`src/rtl/prefix_add.sv`:
```
`default_nettype none
// ============================================================================
// Module   : prefix_add
// Purpose  : WIDTH-bit Kogge-Stone parallel-prefix adder, S = a + b + cin.
//            The prefix network is purely combinational between the ports
//            and a single output register stage. Latency is 1 cycle and
//            throughput is 1 result per cycle.
// Ports    : clk   - rising-edge clock
//            rst_n - asynchronous active-low reset (clears S and cout)
//            a, b  - unsigned operands, WIDTH bits
//            cin   - carry into bit 0
//            S     - registered sum, (a+b+cin) mod 2^WIDTH
//            cout  - registered carry-out of the MSB
// Revision : 1.0 - initial release
// ============================================================================
module prefix_add #(
  parameter int WIDTH = 8
) (
  input  logic             clk,
  input  logic             rst_n,
  input  logic [WIDTH-1:0] a,
  input  logic [WIDTH-1:0] b,
  input  logic             cin,
  output logic [WIDTH-1:0] S,
  output logic             cout
);

  localparam int STAGES = $clog2(WIDTH);

  // Per-level group generate/propagate. Level 0 holds the per-bit terms.
  // Level k+1 holds the result after the span-2^k combine.
  logic [STAGES:0][WIDTH-1:0] gs;
  logic [STAGES:0][WIDTH-1:0] ps;
  logic [WIDTH-1:0]           g;
  logic [WIDTH-1:0]           p;
  logic [WIDTH-1:0]           carry;
  logic [WIDTH-1:0]           sum_d;
  logic                       cout_d;
  logic [WIDTH-1:0]           sum_q;
  logic                       cout_q;

  always_comb begin
    g  = a & b;
    p  = a ^ b;
    gs = '0;
    ps = '0;

    gs[0] = g;
    ps[0] = p;
    // Carry-in is the generate of a virtual bit -1 with P = 0.
    // It is merged into bit 0 up front. Bit 0 then already spans [0 .. -1],
    // so log2(WIDTH) levels reach every group [i .. -1], including the MSB.
    gs[0][0] = g[0] | (p[0] & cin);
    ps[0][0] = 1'b0;

    for (int k = 0; k < STAGES; k++) begin
      for (int i = 0; i < WIDTH; i++) begin
        int span;
        int j;
        span = 1 << k;
        // Clamp the partner index so the dead branch never selects out of range.
        j = (i >= span) ? (i - span) : 0;
        if (i >= span) begin
          // Black cell: (G,P) o (G',P') = (G | P&G', P&P')
          gs[k+1][i] = gs[k][i] | (ps[k][i] & gs[k][j]);
          ps[k+1][i] = ps[k][i] & ps[k][j];
        end else begin
          // No lower partner: buffer the already-complete group through.
          gs[k+1][i] = gs[k][i];
          ps[k+1][i] = ps[k][i];
        end
      end
    end

    // Carry into bit i is the group generate over [i-1 .. -1].
    carry  = {gs[STAGES][WIDTH-2:0], cin};
    sum_d  = p ^ carry;
    cout_d = gs[STAGES][WIDTH-1];
  end

  always_ff @(posedge clk or negedge rst_n) begin
    if (!rst_n) begin
      sum_q  <= '0;
      cout_q <= 1'b0;
    end else begin
      sum_q  <= sum_d;
      cout_q <= cout_d;
    end
  end

  assign S    = sum_q;
  assign cout = cout_q;

endmodule
`default_nettype wire

```
`config.mk`:
```
export PLATFORM = sky130hd
export DESIGN_NAME = prefix_add
export DESIGN_NICKNAME = d
export VERILOG_FILES = /design/src/rtl/prefix_add.sv
export SDC_FILE = /design/constraint.sdc
export NUM_CORES = 1
export LEC_CHECK = 0
export CORE_ASPECT_RATIO = 1.1
export CORE_UTILIZATION = 38
export CTS_CLUSTER_SIZE = 10
export DETAILED_ROUTE_END_ITERATION = 8
export PLACE_DENSITY = 0.83
export SETUP_SLACK_MARGIN = 0.02
export SLEW_MARGIN = 30
export SYNTH_ARGS = -nofsm -noshare
export SYNTH_HDL_FRONTEND = slang
export SYNTH_SLANG_ARGS = --single-unit
export TNS_END_PERCENT = 5
```
`constraint.sdc`:
```
create_clock -name clk -period 0.8 [get_ports clk]
set_input_delay 0.2 -clock clk [delete_from_list [all_inputs] [get_ports clk]]
set_output_delay 0.2 -clock clk [all_outputs]
set_load 0.02 [all_outputs]
```
# Yosys cells after proc, flatten, opt, wreduce, memory -nomap -nowiden
# Index checks and enable logic that the tools add are counted.
# op_classes
bitwise_logic	49
# ops
operator	n
1-bit AND	28
1-bit bitwise OR	18
8-bit XOR	2
8-bit AND	1
# word_totals
reg_bits	9
wordCells	51

# Longest topological paths before layout
# Gate-level depths: netlist of the first run.
# depth
depth_word	9
mapped_depth	8
mapped_depth_nobuf	8

# Least setup slack after synthesis of the first run
# No wires, ideal clock.
# synth_timing
path_kind	in2reg
from	input port a[0]
to	register sum_q[6], in the netlist S[6]
arrival_time_ns	1.517
required_ns	0.720
path_slack_ns	-0.797
stages	8
n_path_buf	0
cell_sequence	fa_1 inv_1 fa_1 nor2b_4 o21ai_2 a21oi_2 a211oi_2 xnor2_1
# synth_between
elab_chain_len	8
# synth_lines
element	line_no	source
start: declaration	21	input logic [WIDTH-1:0] a,
8-bit XOR	44	p = a ^ b;
1-bit AND	53	gs[0][0] = g[0] | (p[0] & cin);
1-bit bitwise OR (*)	53	
1-bit AND (*)	65	gs[k+1][i] = gs[k][i] | (ps[k][i] & gs[k][j]);
1-bit bitwise OR (*)	65	
1-bit AND (*)	65	
1-bit bitwise OR (*)	65	
8-bit XOR (*)	77	sum_d = p ^ carry;
named net sum_d[6]	37	logic [WIDTH-1:0] sum_d;
end signal: assignment	86	sum_q <= sum_d;
end: declaration	39	logic [WIDTH-1:0] sum_q;
# The timed path passes the listed nets; every way through them passes the cells marked *.

# Worst setup path in the final report of the first run
# layout_timing
from	input port cin
to	register sum_q[6], in the netlist S[6]
# layout_between
elab_chain_len	7
# layout_lines
element	line_no	source
start: declaration	23	input logic cin,
1-bit AND	53	
1-bit bitwise OR	53	
1-bit AND	65	
1-bit bitwise OR	65	
1-bit AND	65	
1-bit bitwise OR	65	
8-bit XOR	77	
named net sum_d[6]	37	
# The timed path passes the listed nets, and every way through them passes these cells.

==> results of run 1 <==
[area by class of cell]
class,instances,share of cell area
multi-input cells,35,0.373
repair buffers,39,0.327
flip-flops and latches,9,0.230
clock buffers,4,0.0268
inverters,6,0.0230
well taps,16,0.0204
[cell usage in the layout, fill, tap and decap left out, types with 3 or more instances in the layout]
master,n
inv_1,4
buf_4,12
ha_1,4
dfrtp_1,9
dlygate4sd2_1,3
buf_6,3
clkbuf_4,3
xnor2_1,4
buf_2,9
clkdlybuf4s50_1,9
[registers in the layout, summed over array words and instances, names as in the netlist]
name,count
cout,1
S,8
[repair_timing]
item,CTS,global route
endpoints found under the setup margin,18,17
gates cloned,0,0
pin swaps,13,4
resized for setup,60,11
hold buffers,0,0
buffers inserted,2,0
[Yosys cell counts, drive strengths merged]
library cell	instances	share of area
and2b	1	0.016
dfrtp	9	0.40
inv	6	0.040
nor2	2	0.013
xor2	1	0.016
o22ai	1	0.011
xnor2	5	0.078
a21oi	4	0.042
fa	2	0.071
nand3b	1	0.013
ha	7	0.16
o21ai	2	0.024
or3	2	0.022
a21boi	1	0.013
a211oi	2	0.035
nand2	2	0.013
nor2b	1	0.024
o21a	1	0.013
[metrics by stage]
step	setup WS [ns]	instances	power, uW	util
floorplan	-0.701	50	918	-
global placement	-1.20	103	1270	0.675
detailed placement	-1.28	103	1310	0.675
CTS	-0.679	109	1580	0.678
global route	-0.695	109	1740	0.708
finish	-0.633	109	1630	0.708
[kinds of logic after synthesis]
kind of cell / synth area share
compound gates: 0.140
xor+xnor: 0.0931
fa+ha+maj: 0.226
buf+inv: 0.0399
flops: 0.399
simple gates: 0.102
[routing by layer]
metal  global-route usage  part of all wire  vias to the layer above
li1                     -                 -                      256
met1                0.209              0.35                      251
met2                0.363              0.56                       22
met3               0.0372             0.041                       10
met4               0.0897             0.055                        0
met5                    0                 0                        -
[final timing paths]
kind,start,end
min in group clk,cin,S[0]
max,cin,S[6]
min,rst_n,S[3]
max in group asynchronous,rst_n,S[7]
[where the power goes]
part	total (uW)	internal, uW	switching (uW)
sequential	571	544	27.1
combinational	719	364	355
clock	335	191	144
==> metrics.cfg, run 1 <==
[worst_setup_path]
cp.buffers_inverters=2
max_stage_delay_ns=0.39
cp_cell_sequence=buf_6 -> fa_2 -> inv_2 -> fa_2 -> nor2b_4 -> o21ai_2 -> a21oi_2 -> a211oi_2 -> xnor2_1
worst-setup-path-type=input port to register
cp.depth=9
cp-end-kind=register
cpLargestDelayFamily=adder cells
crit_fanout=2
crit_arrival_ns=1.60
cpMostUsedCell=fa_2
required_ns=0.97
cp_slowest_cell=fa_2
start_kind=input port

[synth]
netlist_instances=50
netlist-cell-type-count=21
ys_seq_area_frac=0.399
ys_ff_latch=9
synth_nets=78
syn_area_per_cell_um2=11.3
syn-cell-area_um2=564
ys.warnings.count=0

[timing]
final.setup.worst_slack_ns=-0.633
slew_viol_final=0
holdWs_ns=0.234
setup_viol=17
final.min_clock_period_ns=1.43
tns_ns=-5.06
hold_violations=0
tightest_slew_ns=0.231
rsz0062_at_grt=yes
max_freq_ghz=0.698
slew_headroom=0.846
period_share=1.79

[layout]
nFillCells=102
antenna_cells=0
drive_above_1_share=0.484
regArea_um2=225
fin_area_um2=980
multi_input_area_um2=365
finalNetCount=122
areaGrowthSynthToFinish_pct=73.6

[detailed_routing]
vias_per_cell=4.94
ant_nets=0
firstDrtPassIters=2
drt-initial-drc-count=5
num_vias=539
drt-total-wl_um=1480
wire_per_inst_um=13.6
drcViolationCount=0

[floorplanning]
start_util=0.408
die_area_um2=1640
die_h_um=42.4
io_pins=28
row_count=14
core_um2=1380
die_width_um=38.7

[placement]
io_buffers=27
placed_area_um2=935
place_congestion=0.732
hpwlAfterDp_um=1100

[clock_network]
root_buffer=clkbuf_4
clock_path_buffers=2
numCtsBuffers=3
clkTransAtPathRegs_ns=0.06
cts_max_level=1
cts_tree=built
cts_sinks=9

[status]
status=complete, but fails checks
violations=negative setup slack

[global_routing]
overflow=0
grt_pass1_wl_um=2300
track_usage=0.200
antenna_found_initial=0
grt_max_degree=10
grt_pass1_vias=588

[flow_run]
max_cap_viol_count=0

[pwr]
vdd_drop_max_mv=0.691
power_density_nw_per_um2=1660
p_leak_uw=0.000479

[worst_hold_path]
hp-class=input port to async pin

(Power assumes the default switching activity.)
==> run 2: changes to the inputs <==
Settings changed: CORE_AREA from default to 2 2 39 41, CORE_ASPECT_RATIO 1.1 to default, CORE_UTILIZATION 38 to default, DIE_AREA from default to 0 0 41 43, DONT_BUFFER_PORTS from default to 1, PLACE_DENSITY 0.83 to 0.64, SKIP_CTS_REPAIR_TIMING from default to 1.
==> metrics.cfg, run 2 (synthesized netlist as in run 1, its figures left out) <==
[detailed_routing]
drt-total-wl_um=857
wire_per_inst_um=10.7
num_vias=392
firstDrtPassIters=1
ant_nets=0
drt-initial-drc-count=0
drcViolationCount=0
vias_per_cell=4.90

[layout]
nFillCells=122
antenna_cells=0
layout_common_cells=buf_4, ha_1, dfrtp_2, xnor2_1
areaGrowthSynthToFinish_pct=23.9
final_cell_count_no_fill=80
final_common_cell=buf_4
finalNetCount=93
fin_area_um2=699
regArea_um2=231
drive_above_1_share=0.406
final_util=0.505
multi_input_area_um2=322
largest_reg_flops=8

[placement]
place_congestion=0.714
dp_cells=74
placed_area_um2=649
hpwlAfterDp_um=753
io_buffers=0

[worst_setup_path]
crit_path_end=S[6]
start_kind=input port
worst-setup-path-type=input port to register
crit_arrival_ns=1.48
required_ns=0.98
crit_fanout=2
cp-end-kind=register
startpoint=a[0]

[clock_network]
clkTransAtPathRegs_ns=0.06
clock_path_buffers=2
cts_max_level=1
numCtsBuffers=3
cts_sinks=9
cts_tree=built
root_buffer=clkbuf_4

[floorplanning]
row_count=14
core_um2=1380
io_pins=28
start_util=0.408
die_h_um=43
die_width_um=41
die_area_um2=1760

[timing]
slew_viol_final=0
setup_viol=17
slew_headroom=0.745
hold_violations=0
final.setup.worst_slack_ns=-0.499
final.min_clock_period_ns=1.30
tightest_slew_ns=0.381
max_freq_ghz=0.770
period_share=1.62
rsz0062_at_grt=yes

[pwr]
power_density_nw_per_um2=1940
vdd_drop_max_mv=0.838
p_leak_uw=0.000319

[global_routing]
track_usage=0.123
grt_pass1_wl_um=1460
antenna_found_initial=0
grt_pass1_vias=382
overflow=0
grt_max_degree=10

[status]
violations=negative setup slack
status=complete, but fails checks

[worst_hold_path]
hp-class=input port to register

[flow_run]
max_cap_viol_count=0

==> run 2: cell types whose count changed in the layout (fill, tap and decap cells not counted), sizes merged <==
cell           change
dlygate4sd3        +1
buf               -15
dlygate4sd2        -3
clkdlybuf4s50      -9
dlymetal6s2s       -2
clkdlybuf4s15      -1
==> run 2: per-stage QoR <==
stage               total power (uW)  setup TNS (ns)  setup slack, ns  hold WS (ns)
floorplan                        918           -3.95           -0.701       -0.0956
global placement                1000           -4.61           -0.722       -0.0954
detailed placement              1010           -4.65           -0.758       -0.0954
CTS                             1350           -3.40           -0.490        -0.371
global route                    1470           -4.00           -0.596         0.156
finish                          1360           -3.30           -0.499         0.159
==> run 2: worst min-delay path by stage <==
stage / depth (start not counted) / end / slack (ns) / startpoint
floorplan: 0 / S[0] / -0.1 / rst_n
global placement: 0 / S[0] / -0.1 / rst_n
detailed placement: 0 / S[3] / -0.1 / rst_n
CTS: 0 / S[5] / -0.37 / rst_n
global route: 1 / S[0] / 0.16 / cin
finish: 1 / S[0] / 0.16 / cin
==> run 2: metal layers <==
metal  up-vias  global-route usage  share of wire  wire, um
met4         0               0.100          0.022        19
met3         2              0.0366          0.091        78
met2        16               0.178           0.51       433
met1       174               0.141           0.38       325
met5         -                   0              0         0
li1        200                   -              -         -
==> run 2: where the power goes <==
| part | total (uW) | internal [uW] | switching [uW] |
|---|---|---|---|
| clock | 332 | 191 | 141 |
| sequential | 705 | 555 | 150 |
| combinational | 324 | 181 | 143 |
| total | 1360 | 926 | 433 |
==> run 2: layout make-up <==
| type | instances | share of cell area |
|---|---|---|
| clock buffers | 4 | 0.0376 |
| inverters | 6 | 0.0322 |
| multi-input cells | 35 | 0.460 |
| flip-flops and latches | 9 | 0.331 |
| well taps | 16 | 0.0286 |
| repair buffers | 10 | 0.111 |
==> run 2: worst max-delay path, cell delays in order <==
cell and delay, ns:
fa_2 0.38, inv_2 0.06, fa_2 0.22, nor2b_4 0.05
o21ai_2 0.13, a21oi_2 0.08, a211oi_2 0.22, xnor2_1 0.13
==> run 3: changes to the inputs <==
Settings changed: CTS_CLUSTER_SIZE 10 to default.
==> results of run 3 <==
The final DEF is identical to that of run 2; final timing and power are the same.
